### src/rtl/datapath_sequencer.sv
// Multi-cycle control sequencer for the 16-bit datapath: captures one instruction per
// start strobe and walks the datapath through read, ALU and write-back cycles.
module datapath_sequencer (
  input  logic        clk,
  input  logic        reset,
  input  logic        start,
  input  logic [15:0] instr,
  output logic        w,
  output logic        done,
  output logic        err,
  output logic [15:0] datapath_in,
  output logic [2:0]  readnum,
  output logic [2:0]  writenum,
  output logic        write,
  output logic        vsel,
  output logic        loada,
  output logic        loadb,
  output logic        asel,
  output logic        bsel,
  output logic [1:0]  shift,
  output logic [1:0]  ALUop,
  output logic        loadc,
  output logic        loads
);

  typedef enum logic [2:0] {
    S_WAIT,
    S_DECODE,
    S_GET_A,
    S_GET_B,
    S_ALU,
    S_WRITE_REG,
    S_WRITE_IMM
  } state_t;

  state_t      state_q, state_d;
  logic [15:0] ir_q, ir_d;

  logic [2:0] opcode;
  logic [1:0] op;
  logic [2:0] rn, rd, rm;
  logic [1:0] sh;
  logic       is_mov_imm, is_mov_reg, is_arith, is_cmp;

  assign opcode = ir_q[15:13];
  assign op     = ir_q[12:11];
  assign rn     = ir_q[10:8];
  assign rd     = ir_q[7:5];
  assign sh     = ir_q[4:3];
  assign rm     = ir_q[2:0];

  assign is_mov_imm = (opcode == 3'b110) && (op == 2'b10);
  assign is_mov_reg = (opcode == 3'b110) && (op == 2'b00);
  assign is_arith   = (opcode == 3'b101);
  assign is_cmp     = is_arith && (op == 2'b01);

  // Immediate comes straight from the held instruction, so it is stable until the next capture.
  assign datapath_in = {{8{ir_q[7]}}, ir_q[7:0]};

  always_ff @(posedge clk) begin
    if (reset) begin
      state_q <= S_WAIT;
      ir_q    <= 16'h0000;
    end else begin
      state_q <= state_d;
      ir_q    <= ir_d;
    end
  end

  always_comb begin
    state_d  = state_q;
    ir_d     = ir_q;
    w        = 1'b0;
    done     = 1'b0;
    err      = 1'b0;
    readnum  = 3'd0;
    writenum = 3'd0;
    write    = 1'b0;
    vsel     = 1'b0;
    loada    = 1'b0;
    loadb    = 1'b0;
    asel     = 1'b0;
    bsel     = 1'b0;
    shift    = 2'b00;
    ALUop    = 2'b00;
    loadc    = 1'b0;
    loads    = 1'b0;

    case (state_q)
      S_WAIT: begin
        w = 1'b1;
        if (start) begin
          ir_d    = instr;
          state_d = S_DECODE;
        end
      end
      S_DECODE: begin
        if (is_mov_imm) begin
          state_d = S_WRITE_IMM;
        end else if (is_mov_reg || (is_arith && op == 2'b11)) begin
          state_d = S_GET_B;
        end else if (is_arith) begin
          state_d = S_GET_A;
        end else begin
          err     = 1'b1;
          state_d = S_WAIT;
        end
      end
      S_GET_A: begin
        readnum = rn;
        loada   = 1'b1;
        state_d = S_GET_B;
      end
      S_GET_B: begin
        readnum = rm;
        loadb   = 1'b1;
        state_d = S_ALU;
      end
      S_ALU: begin
        // MOV reg is 0 + shifted B, so the A operand is forced to zero.
        shift = sh;
        asel  = is_mov_reg;
        ALUop = is_mov_reg ? 2'b00 : op;
        if (is_cmp) begin
          loads   = 1'b1;
          done    = 1'b1;
          state_d = S_WAIT;
        end else begin
          loadc   = 1'b1;
          state_d = S_WRITE_REG;
        end
      end
      S_WRITE_REG: begin
        writenum = rd;
        write    = 1'b1;
        done     = 1'b1;
        state_d  = S_WAIT;
      end
      S_WRITE_IMM: begin
        writenum = rn;
        vsel     = 1'b1;
        write    = 1'b1;
        done     = 1'b1;
        state_d  = S_WAIT;
      end
      default: state_d = S_WAIT;
    endcase
  end

endmodule
### config.mk
export PLATFORM = sky130hd
export DESIGN_NAME = datapath_sequencer
export DESIGN_NICKNAME = d
export VERILOG_FILES = /design/src/rtl/datapath_sequencer.sv
export SDC_FILE = /design/constraint.sdc
export NUM_CORES = 1
export LEC_CHECK = 0
export CAP_MARGIN = 15
export CELL_PAD_IN_SITES_DETAIL_PLACEMENT = 1
export CELL_PAD_IN_SITES_GLOBAL_PLACEMENT = 1
export CORE_MARGIN = 1
export CORE_UTILIZATION = 28
export DETAILED_ROUTE_END_ITERATION = 8
export GPL_TIMING_DRIVEN = 0
export PLACE_DENSITY_LB_ADDON = 0.1
export SYNTH_ARGS = -nofsm -noshare
export SYNTH_HDL_FRONTEND = slang
export SYNTH_SLANG_ARGS = --single-unit
### constraint.sdc
create_clock -name clk -period 1.7 [get_ports clk]
set_input_delay 0.17 -clock clk [delete_from_list [all_inputs] [get_ports clk]]
set_output_delay 0.17 -clock clk [all_outputs]
set_load 0.05 [all_outputs]
==> results.sh, run 1 <==
export IMPL_fmax_mhz=588
export IMPL_worstMarginPinSlew_ps=505
export IMPL_rsz0062_at_grt="yes"
export IMPL_yosys_register_bits=19
export IMPL_drc=0
export IMPL_leakagePower_nw=0.916
export IMPL_reg2regPathDepth=6
export IMPL_dieArea_um2=4390
export IMPL_num_rows=23
export IMPL_cts_buffers=3
export IMPL_die_height_um=66.3
export IMPL_seqPwrFrac_pct=40.0
export IMPL_critPathLaunchType="flop"
export IMPL_dp_slack_ps=-553
export IMPL_hold_end="ir_q[0]$_SDFFE_PP0P_"
export IMPL_wl_per_cell_um=13.2
export IMPL_vdd_drop_max_mv=0.298
export IMPL_grt_pass1_wl_um=5630
export IMPL_synth_seq_area_share_pct=32.9
export IMPL_failed_checks="negative setup slack"
export IMPL_tns_ps=-1.53
export IMPL_hold_depth=2
export IMPL_clkTransAtPathRegs_ps=80
export IMPL_skew_ps=6.92
export IMPL_synth_warnings=0
export IMPL_die_w_um=66.3
export IMPL_worst_r2r_endpoint="ir_q[12]$_SDFFE_PP0P_"
export IMPL_clock_latency_ps=260
export IMPL_syn_area_um2=1160
export IMPL_insertedDiodeCount=0
export IMPL_design_area_um2=1980
export IMPL_start_util_pct=29.1
export IMPL_gp_congestion=0.772
export IMPL_fin_hold_ws_ps=324
export IMPL_p_switching_mw=0.426
export IMPL_critical_path_endpoint_type="primary output"
export IMPL_cts_sinks=19
export IMPL_sw_frac_of_total_pct=34.1
export IMPL_synth_flop_cell="dfxtp_1"
export IMPL_post_dp_cell_area_um2=1770
export IMPL_postLayoutSetupSlackWorst_ps=-1.53
export IMPL_clockPowerShare_pct=26.0
export IMPL_utilization_pct=49.7
export IMPL_syn2layout_area_growth_pct=70.7
export IMPL_core_area_um2=3970
export IMPL_powerDensity_nw_per_um2=634
export IMPL_post_dp_hpwl_um=2560
export IMPL_htreeDepth=1
export IMPL_seq_area_um2=384
export IMPL_track_usage_pct=16.7
export IMPL_vias_per_cell=4.53
export IMPL_nNetsFinal=243
export IMPL_worstPathMaxFanout=7
export IMPL_setup_viol=1
export IMPL_port_buffers=53
export IMPL_max_slew_margin_pct=66.3
export IMPL_cp_startpoint="state_q[0]$_SDFFE_PP0P_"
export IMPL_hp_start="reset"
export IMPL_crit_type="reg2out"
export IMPL_first_iter_violations=40
export IMPL_grt_max_degree=12
export IMPL_p_int_mw=0.826
export IMPL_syn_inst=148
export IMPL_grt_pass1_vias=1240
export IMPL_max_clock_path_buffers=2
export IMPL_drv_slew=0
export IMPL_final_hold_violation_count=0
export IMPL_routed_via_count=1236
export IMPL_grt_ovfl_total=0
export IMPL_period_needed_ps=1700
export IMPL_synth_cell_type_count=32
export IMPL_synth_avg_cell_area_um2=7.82
export IMPL_yosysMostFrequentCell="nand2_1"
export IMPL_cts_tree="yes"
export IMPL_hold_buffers=0
export IMPL_synth_area_leader_cell="dfxtp_1"
export IMPL_rr_startpoint="state_q[0]$_SDFFE_PP0P_"
export IMPL_io_pins=56
export IMPL_synth_commonest_cells="34 x nand2_1, 19 x buf_4, 19 x dfxtp_1, 18 x a21oi_1"
export IMPL_synthArstFlopShare_pct=0
export IMPL_regToRegSetupSlack_ps=270
export IMPL_synthTopCellsByArea="dfxtp_1 33%, buf_4 12%, nand2_1 11%, a21oi_1 7.8%, and2_1 3.2%"
export IMPL_pwr_share_comb_pct=33.9
export IMPL_min_path_type="in2reg"
export IMPL_n_fill_cell=475
export IMPL_grt_antenna_before_repair=0
export IMPL_critPathArrivalTime_ps=1530
export IMPL_first_pass_iters=4
export IMPL_drt_wl_total_um=3600
export IMPL_cts_root_buf="clkbuf_8"
export IMPL_drive_gt1_share_pct=43.9
export IMPL_critPathRequiredTime_ps=1530
export IMPL_synth_edf_count=0
export IMPL_cap_violations=0
export IMPL_status="complete, but fails checks"
export IMPL_multiInputGateArea_um2=642
export IMPL_syn_nets=167
export IMPL_yosysTopAreaCellShare_pct=32.9
export IMPL_ant_nets=0
export IMPL_period_share_pct=100
-- worst max-delay path, stage by stage (launching register included) --
cell and delay, ps:
dfxtp_2 330, buf_6 130, buf_6 120, nor2b_4 190, buf_6 120, a22oi_2 60, nor2b_2 140, buf_6 170
-- area by class of cell --
cell class | instances | share of cell area, %
Clock buffer | 3 | 2.09
Clock inverter | 1 | 0.253
Sequential cell | 19 | 19.4
Multi-Input combinational cell | 102 | 32.5
Timing Repair Buffer | 71 | 32.6
Inverter | 2 | 0.570
Tap cell | 50 | 3.17
Buffer | 25 | 9.44
-- through the flow --
stage,power [mW],cells
6_report,1.25,273
3_5_place_dp,0.905,251
2_1_floorplan,0.772,148
3_3_place_gp,0.898,251
5_1_grt,1.31,273
4_1_cts,1.24,266
-- worst max-delay path by stage --
stage	cells after the start	endpoint
2_1_floorplan	5	ir_q[7]$_SDFFE_PP0P_
3_3_place_gp	5	writenum[0]
3_5_place_dp	5	writenum[1]
4_1_cts	5	done
5_1_grt	7	writenum[0]
6_report	7	writenum[0]
-- logic make-up after synthesis --
| kind of cell | count (synthesis) | synth area share, % |
|---|---|---|
| simple gates | 67 | 31.5 |
| other cells | 1 | 0.324 |
| flops | 19 | 32.9 |
| mux | 3 | 2.59 |
| compound gates | 31 | 16.3 |
| buf+inv | 27 | 16.4 |
-- sequential cells by signal (all words and copies together), names as in the netlist --
name / count
state_q: 3
ir_q: 16
-- per-layer routing --
layer  share of wire [%]  global-route usage, %  vias up
li1                    -                      -      621
met1                  43                   20.2      580
met2                  52                   30.5       31
met3                 4.3                   2.76        4
met4                0.97                   3.99        0
met5                   0                      0        -
-- what timing repair did --
action / CTS / global route
pin swaps: 2 / 4
setup endpoints to repair: 30 / 31
gates resized for setup: 125 / 39
setup buffers: 11 / 7
-- power by group through the flow --
stage          clock [mW]  sequential (mW)  combinational [mW]
2_1_floorplan           0            0.503               0.269
3_3_place_gp            0            0.510               0.388
3_5_place_dp            0            0.512               0.394
4_1_cts             0.329            0.502               0.409
5_1_grt             0.353            0.507               0.454
6_report            0.326            0.501               0.425
-- cells in the final DEF, fill, tap and decap left out, types with 4 or more instances in the layout --
| master | n |
|---|---|
| clkbuf_2 | 6 |
| dlymetal6s2s_1 | 5 |
| and2_1 | 6 |
| buf_2 | 6 |
| buf_4 | 35 |
| a21oi_1 | 18 |
| clkdlybuf4s15_1 | 4 |
| nor2_1 | 4 |
| buf_6 | 13 |
| clkdlybuf4s50_1 | 17 |
| nor2b_2 | 4 |
| dfxtp_1 | 16 |
| nand2_1 | 34 |
No activity file was read; power rests on OpenSTA's default activity.
==> run 2, diff against run 1 <==
- GPL_ROUTABILITY_DRIVEN: unset -> 1
- TNS_END_PERCENT: unset -> 5
==> results.sh, run 2 (synthesis gave the netlist of run 1 again) <==
export IMPL_critPathLaunchType="flop"
export IMPL_most_common_layout_cells="40 x buf_4, 34 x nand2_1, 18 x a21oi_1, 17 x clkdlybuf4s50_1, 16 x dfxtp_1"
export IMPL_largest_register="ir_q"
export IMPL_leakagePower_nw=0.799
export IMPL_status="complete, but fails checks"
export IMPL_fmax_mhz=585
export IMPL_gp_congestion=0.697
export IMPL_nNetsFinal=231
export IMPL_drt_wl_total_um=3390
export IMPL_skew_ps=7.82
export IMPL_regToRegSetupSlack_ps=270
export IMPL_postLayoutSetupSlackWorst_ps=-9.04
export IMPL_layout_commonest_cell="buf_4"
export IMPL_grt_antenna_before_repair=0
export IMPL_syn2layout_area_growth_pct=57.9
export IMPL_cts_root_buf="clkbuf_8"
export IMPL_drv_slew=0
export IMPL_htreeDepth=1
export IMPL_io_pins=56
export IMPL_max_clock_path_buffers=2
export IMPL_first_iter_violations=35
export IMPL_drive_gt1_share_pct=41.7
export IMPL_clkTransAtPathRegs_ps=80
export IMPL_cts_sinks=19
export IMPL_first_pass_iters=4
export IMPL_power_mw=1.22
export IMPL_track_usage_pct=15.4
export IMPL_ant_nets=0
export IMPL_post_dp_cell_area_um2=1760
export IMPL_dp_cells=251
export IMPL_top_regs="ir_q x16, state_q x3"
export IMPL_fin_cells=261
export IMPL_design_area_um2=1830
export IMPL_pwr_share_comb_pct=32.7
export IMPL_critical_path_endpoint_type="primary output"
export IMPL_insertedDiodeCount=0
export IMPL_wl_met1_um=1440
export IMPL_clock_latency_ps=260
export IMPL_cts_tree="yes"
export IMPL_p_int_mw=0.806
export IMPL_cts_buffers=3
export IMPL_seqPwrFrac_pct=41.0
export IMPL_grt_pass1_vias=1180
export IMPL_sw_frac_of_total_pct=34.1
export IMPL_setup_viol=2
export IMPL_rsz0062_at_grt="yes"
export IMPL_top_layer="met4"
export IMPL_routed_via_count=1182
export IMPL_period_needed_ps=1710
export IMPL_n_fill_cell=487
export IMPL_p_switching_mw=0.416
export IMPL_powerDensity_nw_per_um2=669
export IMPL_core_area_um2=3970
export IMPL_clockPowerShare_pct=26.3
export IMPL_crit_type="reg2out"
export IMPL_die_w_um=66.3
export IMPL_critPathArrivalTime_ps=1540
export IMPL_dp_slack_ps=-600
export IMPL_post_dp_hpwl_um=2560
export IMPL_start_util_pct=29.1
export IMPL_num_rows=23
export IMPL_wl_per_cell_um=13.0
export IMPL_drc=0
export IMPL_cap_violations=0
export IMPL_grt_pass1_wl_um=5150
export IMPL_largest_reg_flops=16
export IMPL_grt_ovfl_total=0
export IMPL_failed_checks="negative setup slack"
export IMPL_hold_buffers=0
export IMPL_tns_ps=-9.34
export IMPL_critPathRequiredTime_ps=1530
export IMPL_period_share_pct=101
export IMPL_grt_max_degree=12
export IMPL_wl_met2_um=1780
export IMPL_min_path_type="in2reg"
export IMPL_vias_per_cell=4.53
export IMPL_dieArea_um2=4390
export IMPL_final_hold_violation_count=0
export IMPL_met3WireLength_um=151
export IMPL_die_height_um=66.3
export IMPL_vdd_drop_max_mv=0.295
export IMPL_port_buffers=53
export IMPL_worstPathMaxFanout=6
## run 2: repair_timing
| item | CTS | global route |
|---|---|---|
| buffers inserted | 0 | 6 |
| gates resized for setup | 102 | 39 |
| pin swaps | 0 | 1 |
| setup endpoints to repair | 31 | 25 |
## run 2: critical path: stages (launching register included)
cell and delay (ps):
dfxtp_2 340, buf_6 140, clkinvlp_4 120, nor2_4 60, o21a_2 220, or2_4 250
buf_8 150
## run 2: final cells by class
cell class | count | area [um2] | area share [%]
Timing Repair Buffer | 59 | 520 | 28.5
Tap cell | 50 | 62.6 | 3.42
Clock buffer | 3 | 41.3 | 2.26
Inverter | 2 | 11.3 | 0.616
Sequential cell | 19 | 384 | 21.0
Multi-Input combinational cell | 102 | 617 | 33.7
Clock inverter | 1 | 5.00 | 0.274
Buffer | 25 | 186 | 10.2
## run 2: final timing paths
kind,to,depth (start not counted),start
max,done,6,state_q[0]$_SDFFE_PP0P_
min reg2reg,ir_q[1]$_SDFFE_PP0P_,2,ir_q[1]$_SDFFE_PP0P_
min,ir_q[5]$_SDFFE_PP0P_,2,reset
max reg2reg,ir_q[12]$_SDFFE_PP0P_,6,state_q[1]$_SDFFE_PP0P_
## run 2: through the flow
stage          hold slack (ps)  utilization (%)
6_report                   315             46.0
5_1_grt                    306             46.0
4_1_cts                    307             44.0
3_5_place_dp               476             44.3
3_3_place_gp               455             44.3
2_1_floorplan              306                -
## run 2: power by group through the flow
stage | Clock [mW] | Combinational, mW | Sequential (mW)
6_report | 0.321 | 0.400 | 0.501
5_1_grt | 0.360 | 0.426 | 0.506
4_1_cts | 0.331 | 0.387 | 0.501
3_5_place_dp | 0 | 0.393 | 0.512
3_3_place_gp | 0 | 0.388 | 0.510
2_1_floorplan | 0 | 0.268 | 0.503
## run 2: per-layer routing
layer  up-vias  track usage (%)
li1        599                -
met1       552             17.0
met2        29             29.2
met3         2             2.93
met4         0             4.79
met5         -                0
